$ cat src/rtl/brightness_pkg.sv
// Shared types and constants for the brightness stream controller.
// Contents:
//   state_t    frame sequencer states (IDLE, RUN, DRAIN)
//   PIX_W      bits per pixel lane
//   LANES      pixels per 32-bit word
//   WORD_W     word width (PIX_W * LANES)
//   SUM_W      width of the per-lane signed sum (pixel + offset, plus sign bit)
//   PIX_MIN/MAX  saturation limits for one lane
//   clamp_sum  saturates a SUM_W-bit two's complement sum into one pixel
package brightness_pkg;

  typedef enum logic [1:0] {
    IDLE  = 2'd0,
    RUN   = 2'd1,
    DRAIN = 2'd2
  } state_t;

  localparam int PIX_W  = 8;
  localparam int LANES  = 4;
  localparam int WORD_W = PIX_W * LANES;
  // One bit of headroom above the pixel range plus a sign bit; holds
  // -128..382 for an 8-bit pixel and an 8-bit signed offset.
  localparam int SUM_W  = PIX_W + 2;

  localparam logic [PIX_W-1:0] PIX_MIN = '0;
  localparam logic [PIX_W-1:0] PIX_MAX = 8'hFF;

  // Negative sums clamp to 0, sums with any bit above the pixel range set
  // clamp to PIX_MAX, everything else passes through unchanged.
  function automatic logic [PIX_W-1:0] clamp_sum(input logic [SUM_W-1:0] sum);
    if (sum[SUM_W-1])
      return PIX_MIN;
    else if (|sum[SUM_W-2:PIX_W])
      return PIX_MAX;
    else
      return sum[PIX_W-1:0];
  endfunction

endpackage

$ cat src/rtl/bright_lane_sat.sv
// One combinational brightness lane: adds a signed offset to an unsigned
// pixel and saturates the result to the pixel range.
// Ports:
//   pix   in   PIX_W   unsigned input pixel
//   beta  in   BETA_W  signed (two's complement) offset
//   res   out  PIX_W   saturated adjusted pixel
module bright_lane_sat
  import brightness_pkg::*;
#(
  parameter int BETA_W = 8
) (
  input  logic [PIX_W-1:0]  pix,
  input  logic [BETA_W-1:0] beta,
  output logic [PIX_W-1:0]  res
);

  logic [SUM_W-1:0] sum;

  always_comb begin
    // Zero-extend the pixel, sign-extend the offset, add in SUM_W bits.
    sum = {{(SUM_W-PIX_W){1'b0}}, pix} + {{(SUM_W-BETA_W){beta[BETA_W-1]}}, beta};
    res = clamp_sum(sum);
  end

endmodule

$ cat src/rtl/brightness_stream_ctrl.sv
// Frame sequencer and 2-stage pipeline around a 4-lane saturating brightness
// datapath. The offset is copied from the pending config registers into the
// active registers only at frame start, so config writes never tear a frame.
//
// Handshake: a word moves across a port on a rising clock edge where both
// valid and ready are high. valid never depends on ready; once out_valid is
// high, out_data/out_last hold until the word is taken.
//
// Ports:
//   clk, n_rst            clock (rising edge), async active-low reset
//   cfg_we/cfg_beta/cfg_en  write pending offset and enable
//   frame_start           pulse: begin a frame (honoured only in IDLE)
//   in_valid/in_data/in_last/in_ready     input word stream
//   out_valid/out_data/out_last/out_ready output word stream
//   busy                  sequencer not idle
//   frame_done            pulse in the cycle the last word is taken
//   word_cnt              words accepted in current/last frame (saturating)
//   dbg_state             current sequencer state
module brightness_stream_ctrl
  import brightness_pkg::*;
#(
  parameter int CNT_W  = 16,
  parameter int BETA_W = 8
) (
  input  logic              clk,
  input  logic              n_rst,
  input  logic              cfg_we,
  input  logic [BETA_W-1:0] cfg_beta,
  input  logic              cfg_en,
  input  logic              frame_start,
  input  logic              in_valid,
  input  logic [31:0]       in_data,
  input  logic              in_last,
  output logic              in_ready,
  output logic              out_valid,
  output logic [31:0]       out_data,
  output logic              out_last,
  input  logic              out_ready,
  output logic              busy,
  output logic              frame_done,
  output logic [CNT_W-1:0]  word_cnt,
  output state_t            dbg_state
);

  state_t state, state_nxt;

  logic [BETA_W-1:0] pend_beta, act_beta, eff_beta;
  logic              pend_en, act_en;

  logic              s1_valid, s1_last, s2_valid, s2_last;
  logic [WORD_W-1:0] s1_data, s2_data, sat_data;

  logic adv1, adv2, in_fire, out_fire, start_go;

  // Stage 2 may load when empty or draining this cycle; stage 1 likewise.
  assign adv2     = !s2_valid || out_ready;
  assign adv1     = !s1_valid || adv2;
  assign in_ready = (state == RUN) && adv1;
  assign in_fire  = in_valid && in_ready;
  assign out_fire = s2_valid && out_ready;
  assign start_go = (state == IDLE) && frame_start;
  assign eff_beta = act_en ? act_beta : '0;

  assign out_valid  = s2_valid;
  assign out_data   = s2_data;
  assign out_last   = s2_last;
  assign frame_done = out_fire && s2_last;
  assign busy       = (state != IDLE);
  assign dbg_state  = state;

  // Sequencer
  always_comb begin
    state_nxt = state;
    case (state)
      IDLE:    if (frame_start) state_nxt = RUN;
      RUN:     if (in_fire && in_last) state_nxt = DRAIN;
      DRAIN:   if (!s1_valid && !s2_valid) state_nxt = IDLE;
      default: state_nxt = IDLE;
    endcase
  end

  always_ff @(posedge clk or negedge n_rst) begin
    if (!n_rst) state <= IDLE;
    else        state <= state_nxt;
  end

  // Config: a write coinciding with frame_start goes straight to the active
  // registers so that frame uses the freshly written value.
  always_ff @(posedge clk or negedge n_rst) begin
    if (!n_rst) begin
      pend_beta <= '0;
      pend_en   <= 1'b0;
      act_beta  <= '0;
      act_en    <= 1'b0;
    end else begin
      if (cfg_we) begin
        pend_beta <= cfg_beta;
        pend_en   <= cfg_en;
      end
      if (start_go) begin
        act_beta <= cfg_we ? cfg_beta : pend_beta;
        act_en   <= cfg_we ? cfg_en   : pend_en;
      end
    end
  end

  // Per-frame word counter, saturating at all-ones.
  always_ff @(posedge clk or negedge n_rst) begin
    if (!n_rst)
      word_cnt <= '0;
    else if (start_go)
      word_cnt <= '0;
    else if (in_fire && (word_cnt != '1))
      word_cnt <= word_cnt + 1'b1;
  end

  // Pipeline registers. Data registers load only with a valid word so the
  // output bus keeps the last word instead of picking up idle input values.
  always_ff @(posedge clk or negedge n_rst) begin
    if (!n_rst) begin
      s1_valid <= 1'b0;
      s1_last  <= 1'b0;
      s1_data  <= '0;
      s2_valid <= 1'b0;
      s2_last  <= 1'b0;
      s2_data  <= '0;
    end else begin
      if (adv1) begin
        s1_valid <= in_fire;
        if (in_fire) begin
          s1_data <= in_data;
          s1_last <= in_last;
        end
      end
      if (adv2) begin
        s2_valid <= s1_valid;
        if (s1_valid) begin
          s2_data <= sat_data;
          s2_last <= s1_last;
        end
      end
    end
  end

  // Lane datapath between the stages.
  for (genvar l = 0; l < LANES; l++) begin : g_lane
    bright_lane_sat #(.BETA_W(BETA_W)) u_lane (
      .pix  (s1_data[l*PIX_W +: PIX_W]),
      .beta (eff_beta),
      .res  (sat_data[l*PIX_W +: PIX_W])
    );
  end

endmodule

$ cat config.mk
export PLATFORM = sky130hd
export DESIGN_NAME = brightness_stream_ctrl
export DESIGN_NICKNAME = d
export VERILOG_FILES = /design/src/rtl/brightness_pkg.sv /design/src/rtl/bright_lane_sat.sv /design/src/rtl/brightness_stream_ctrl.sv
export SDC_FILE = /design/constraint.sdc
export NUM_CORES = 1
export LEC_CHECK = 0
export BUFFER_PORTS_ARGS = -buffer_cell sky130_fd_sc_hd__clkbuf_2
export CORE_MARGIN = 2
export CORE_UTILIZATION = 54
export CTS_BUF_LIST = sky130_fd_sc_hd__clkbuf_8
export CTS_CLUSTER_DIAMETER = 200
export DETAILED_ROUTE_END_ITERATION = 6
export GPL_TIMING_DRIVEN = 0
export PLACE_DENSITY = 0.9
export SLEW_MARGIN = 20
export SYNTH_ARGS = -nofsm -noshare
export SYNTH_HDL_FRONTEND = slang
export SYNTH_SLANG_ARGS = --single-unit
$ cat constraint.sdc
create_clock -name clk -period 2.7 [get_ports clk]
set_input_delay 0.27 -clock clk [delete_from_list [all_inputs] [get_ports clk]]
set_output_delay 0.27 -clock clk [all_outputs]
set_load 0.05 [all_outputs]
# [Yosys cells after proc, flatten, opt, wreduce, memory -nomap -nowiden]
# Cells that the tools add are included.
# Widths: inputs -> output; s select.
[op_classes] addsub=5 eq_ne=6 n_mux=17 n_reduce_logical=18
[ops] op="$mux 8" count=10
[ops] op="$add 9x8->10" count=4
[ops] op="$mux 16" count=2
[ops] op="$add 16x1->16 const B" count=1
[ops] op="$ne 16x16->1 const B" count=1
[ops] op="$logic_and 1x1->1" count=8
[ops] op="$mux 2" count=3
[ops] op="$pmux 2 s3" count=1
[ops] op="$ne 2x2->1 const B" count=2
[ops] op="$reduce_and 2->1" count=2
[ops] op="$reduce_bool 2->1" count=2
[ops] op="$reduce_and 3->1" count=1
[ops] op="$eq 2x1->1 const B" count=1
[ops] op="$eq 2x2->1 const B" count=1
[ops] op="$logic_not 1->1" count=2
[ops] op="$logic_not 2->1" count=1
[ops] op="$logic_or 1x1->1" count=2
[ops] op="$ne 2x1->1 const B" count=1
[ops] op="$mux 1" count=1
[word_totals] ff_bits=104 input_bits=48

# [Longest topological paths before layout]
[depth] ltp_word=8 depth_mapped=13 ltp_nobuf=10

# [By module]
# From an unflattened synthesis, not the netlist that was laid out.
[hier_totals] cells_unflattened=520 hier_area_um2=5993.2
[modules_own_cells] module="brightness_stream_ctrl" instances=1 cells_per_inst=328 area_per_inst_um2=4276.6 seq_area_each_um2=2602.5
[modules_own_cells] module="bright_lane_sat" instances=4 cells_per_inst=48 area_per_inst_um2=429.2 seq_area_each_um2=0.0

# [Worst setup path after synthesis]
# No wires, ideal clock.
[synth_path] kind="register to register" startpoint="reg act_en" endpoint="reg s2_data[15], in the netlist out_data[15]" arrival_ns=2.823 required_time_ns=2.551 setup_slack_ns=-0.272 path_stages_with_launch=13 n_path_buf=2 synth_period_minus_slack_ns=2.972 cell_sequence="dfrtp_1 buf_6 clkbuf_1 and2_1 ha_1 ha_1 a21o_1 a21o_1 a222oi_1 o21ai_2 xnor2_2 a2111oi_0 a221oi_2"
[synth_between] elab_chain_len=4
[synth_lines] element="from (decl)" line_no="brightness_stream_ctrl.sv:48" text="logic pend_en, act_en;"
[synth_lines] element="from (signal assigned)" line_no="brightness_stream_ctrl.sv:102" text="act_en <= cfg_we ? cfg_en : pend_en;"
[synth_lines] element="$mux 8 *" line_no="brightness_stream_ctrl.sv:62" text="assign eff_beta = act_en ? act_beta : '0;"
[synth_lines] element="$add 9x8->10 *" line_no="bright_lane_sat.sv:21" text="sum = {{(SUM_W-PIX_W){1'b0}}, pix} + {{(SUM_W-BETA_W){beta[BETA_W-1]}}, beta};"
[synth_lines] element="$mux 8" line_no="brightness_pkg.sv:33" text="else if (|sum[SUM_W-2:PIX_W])"
[synth_lines] element="$mux 8 *" line_no="brightness_pkg.sv:31" text="if (sum[SUM_W-1])"
[synth_lines] element="to (signal assigned)" line_no="brightness_stream_ctrl.sv:138" text="s2_data <= sat_data;"
[synth_lines] element="to (decl)" line_no="brightness_stream_ctrl.sv:51" text="logic [WORD_W-1:0] s1_data, s2_data, sat_data;"
# Mark *: on every way between the ends. The rest lies on a longest branch, timed or not.
# A chain may end at the register's enable or synchronous reset.

# [Worst setup path after layout]
[layout_path] startpoint="reg act_en" endpoint="reg s2_data[0], in the netlist out_data[0]"
# Same word-level chain as after synthesis.

==> run metrics <==
Layout Cells excl Fill 975; Adder-Cell Fraction of Synth Area 0.04485; fin nets 892; largest cells by area after synthesis dfrtp_1, mux2_2, xnor2_1; H-tree depth 3; row count 40; fin util 0.6897; post-synthesis mux area share 0.08225; Reg2Reg Capture Point out_data[0]$_DFFE_PN0P_; wire per inst 18.86 µm; antenna viol nets, final 0; Post-synth top cells dfrtp_1, nand2_1, nor2_1; Initial Util 0.5504; post-synthesis sequential area ratio 0.3969; gpl congestion 0.9408; die area 13,040 µm²; RR Startpoint act_en$_DFFE_PN0P_; complex-gate fraction of the synthesized area 0.2065; FMAX 360.8 MHz; first-pass GRT wire length 28,350 µm; Cells after Synth 681; largest net degree at the start of global routing 54; GRT Total Usage 0.2783; number of synthesized flops with an enable pin 0; type of the worst setup path reg2reg; vias per inst 6.112; r2r setup slk -0.07 ns; chip width 114.2 µm; Clock Sinks 104; Avg Inst Size Synth 9.627 µm²; skew final 0.01975 ns; Max Cap Viol 0; Yosys cell types 79; class of the worst hold path in2reg; PnR worst setup slack -0.07196 ns; pre-CTS setup slack -0.3857 ns; IO Count 103; max-slew violations 0; input/output buffers 101; most common cell in the netlist dfrtp_1; top layer used by detailed routing met4; top_reg_cell synth dfrtp_1; cell area after placement 7361 µm²; failing checks setup timing; WL met1 7259 µm; Crit. End Element register; Mapped Nets 750; synthesized cell area 6556 µm²; Worst-Skew Late Latency 0.41 ns; Yosys top cell by area dfrtp_1; Core Area 11,910 µm²; final hold vios 0; worst min-delay path endpoint s1_data[25]$_DFFE_PN0P_; RSZ-0062 raised after global routing true; fin crit share 1.027; total routed wirelength 18,390 µm; Post-Synth Simple-Gate Area 0.1613; fill count 886; cts bufs inserted 9; total grt overflow 0; initial drt markers 547; Req. time, crit path 2.99 ns; FF+latch count, synth 104; initial antenna violation count 0; Clock Tree Root clkbuf_8; top cell type's share of synthesized area 0.3969; clk buf depth 2; share of layout cells above drive strength 1 0.3611; status finished with violations; min-delay src in_data[25]; met3 wire length 1366 µm; Cells on Worst Hold Path 2; synth warn 0; clock-pin slew on the worst setup and hold paths 0.11 ns; CP Launch Type register; Relative slew margins 0.3074; HPWL Detailed 11,900 µm; post-route cell area 8215 µm²; Worst Max-Slew Pin Slew 1.035 ns; Worst EP arrival 3.06 ns; Crit Path Max Fanout 8; # diodes 0; Synth async-reset ratio 1.000; met2 wire len 8960 µm; via count 5,959; CTS tree built; Final min period 2.772 ns; R2R cell count 11; # DRC 0; largest family of logic cells by synthesized area compound AO/OA/AOI/OAI gates; P&R area growth vs syn 25.31%; drt first pass iters 7; Post-Synth XOR/XNOR Area 0.06489; placed cell count 930; vias in the first global route 5,711; die height 114.2 µm; final setup fails 14
## metrics by stage
stage,TNS (ns),hold slack (ns)
final,-0.6483,0.07688
after CTS,0,0.07992
after detailed placement,-7.393,0.2612
after global placement,-9.577,0.4623
after floorplan,-0.05346,-0.02559
after global routing,-2.826,0.07539
## metal layers
| metal | track usage | vias up |
|---|---|---|
| li1 | - | 2733 |
| met1 | 0.3489 | 2857 |
| met2 | 0.4484 | 288 |
| met3 | 0.06829 | 81 |
| met4 | 0.1431 | 0 |
| met5 | 0 | - |
## cell type report
class,count,area [µm²],area share
Tap cell,147,183.9,0.02239
Buffer,40,221.5,0.02696
Clock inverter,7,77.57,0.009443
Multi-Input combinational cell,521,4138,0.5037
Clock buffer,9,123.9,0.01508
Sequential cell,104,2603,0.3168
Inverter,16,62.56,0.007615
Timing Repair Buffer,131,805.8,0.09808
## layout by cell type, fill, tap and decap left out, types with 7 or more instances in the layout
master    instances
clkbuf_1         17
xor2_1           12
nand2_1          70
mux2_2           47
o21a_1           13
xnor2_1          28
ha_1             13
and3_1           10
nand2b_1          7
o21ai_1          29
and2_1            9
buf_2            10
a21oi_1          37
o21ai_0          24
buf_4            28
or3_1            11
ha_4              8
clkbuf_8         10
clkbuf_2        102
a21o_1           10
nor2_1           45
nand3_1          15
inv_1            16
dfrtp_1         104
## repair_timing
item	CTS	global route
pin swaps	22	27
cloned	2	0
gates resized for setup	32	39
setup buffers	16	12
hold buffers	1	0
setup endpoints to repair	32	37
endpoints found under the hold margin	52	0
## critical path, stage by stage, from the launching register on
cell and delay [ns]:
dfrtp_1 0.41, buf_6 0.14, and2_4 0.21, ha_4 0.19, a21oi_1 0.21, o22ai_2 0.13
o311ai_2 0.23, o211ai_1 0.24, or2_4 0.34, a311oi_4 0.28, buf_6 0.18, o21ai_1 0.08
## state kept, by name (all words and copies together), names as in the netlist
name / count
pend_en: 1
act_beta: 8
pend_beta: 8
out_data: 32
out_valid: 1
dbg_state: 2
s1_data: 32
act_en: 1
word_cnt: 16
s1_valid: 1
s1_last: 1
out_last: 1
## cells by family after synthesis
group                      Yosys count
and+or+nand+nor                    215
AOI/OAI and AO/OA                  186
DFF                                104
buffers and inverters               58
muxes                               48
xor gates and xnor gates            46
adders and majority gates           24
## worst max path at each step
| stage | start | end | cells after the start |
|---|---|---|---|
| 6_report | act_en$_DFFE_PN0P_ | out_data[0]$_DFFE_PN0P_ | 11 |
| 5_1_grt | act_en$_DFFE_PN0P_ | out_data[0]$_DFFE_PN0P_ | 11 |
| 4_1_cts | act_en$_DFFE_PN0P_ | out_data[29]$_DFFE_PN0P_ | 10 |
| 3_5_place_dp | act_en$_DFFE_PN0P_ | out_data[15]$_DFFE_PN0P_ | 12 |
| 3_3_place_gp | act_en$_DFFE_PN0P_ | out_data[15]$_DFFE_PN0P_ | 12 |
| 2_1_floorplan | act_en$_DFFE_PN0P_ | out_data[23]$_DFFE_PN0P_ | 12 |
Power is not shown: default switching activity piles up to over one toggle a cycle in this logic, so the estimate is an artifact.
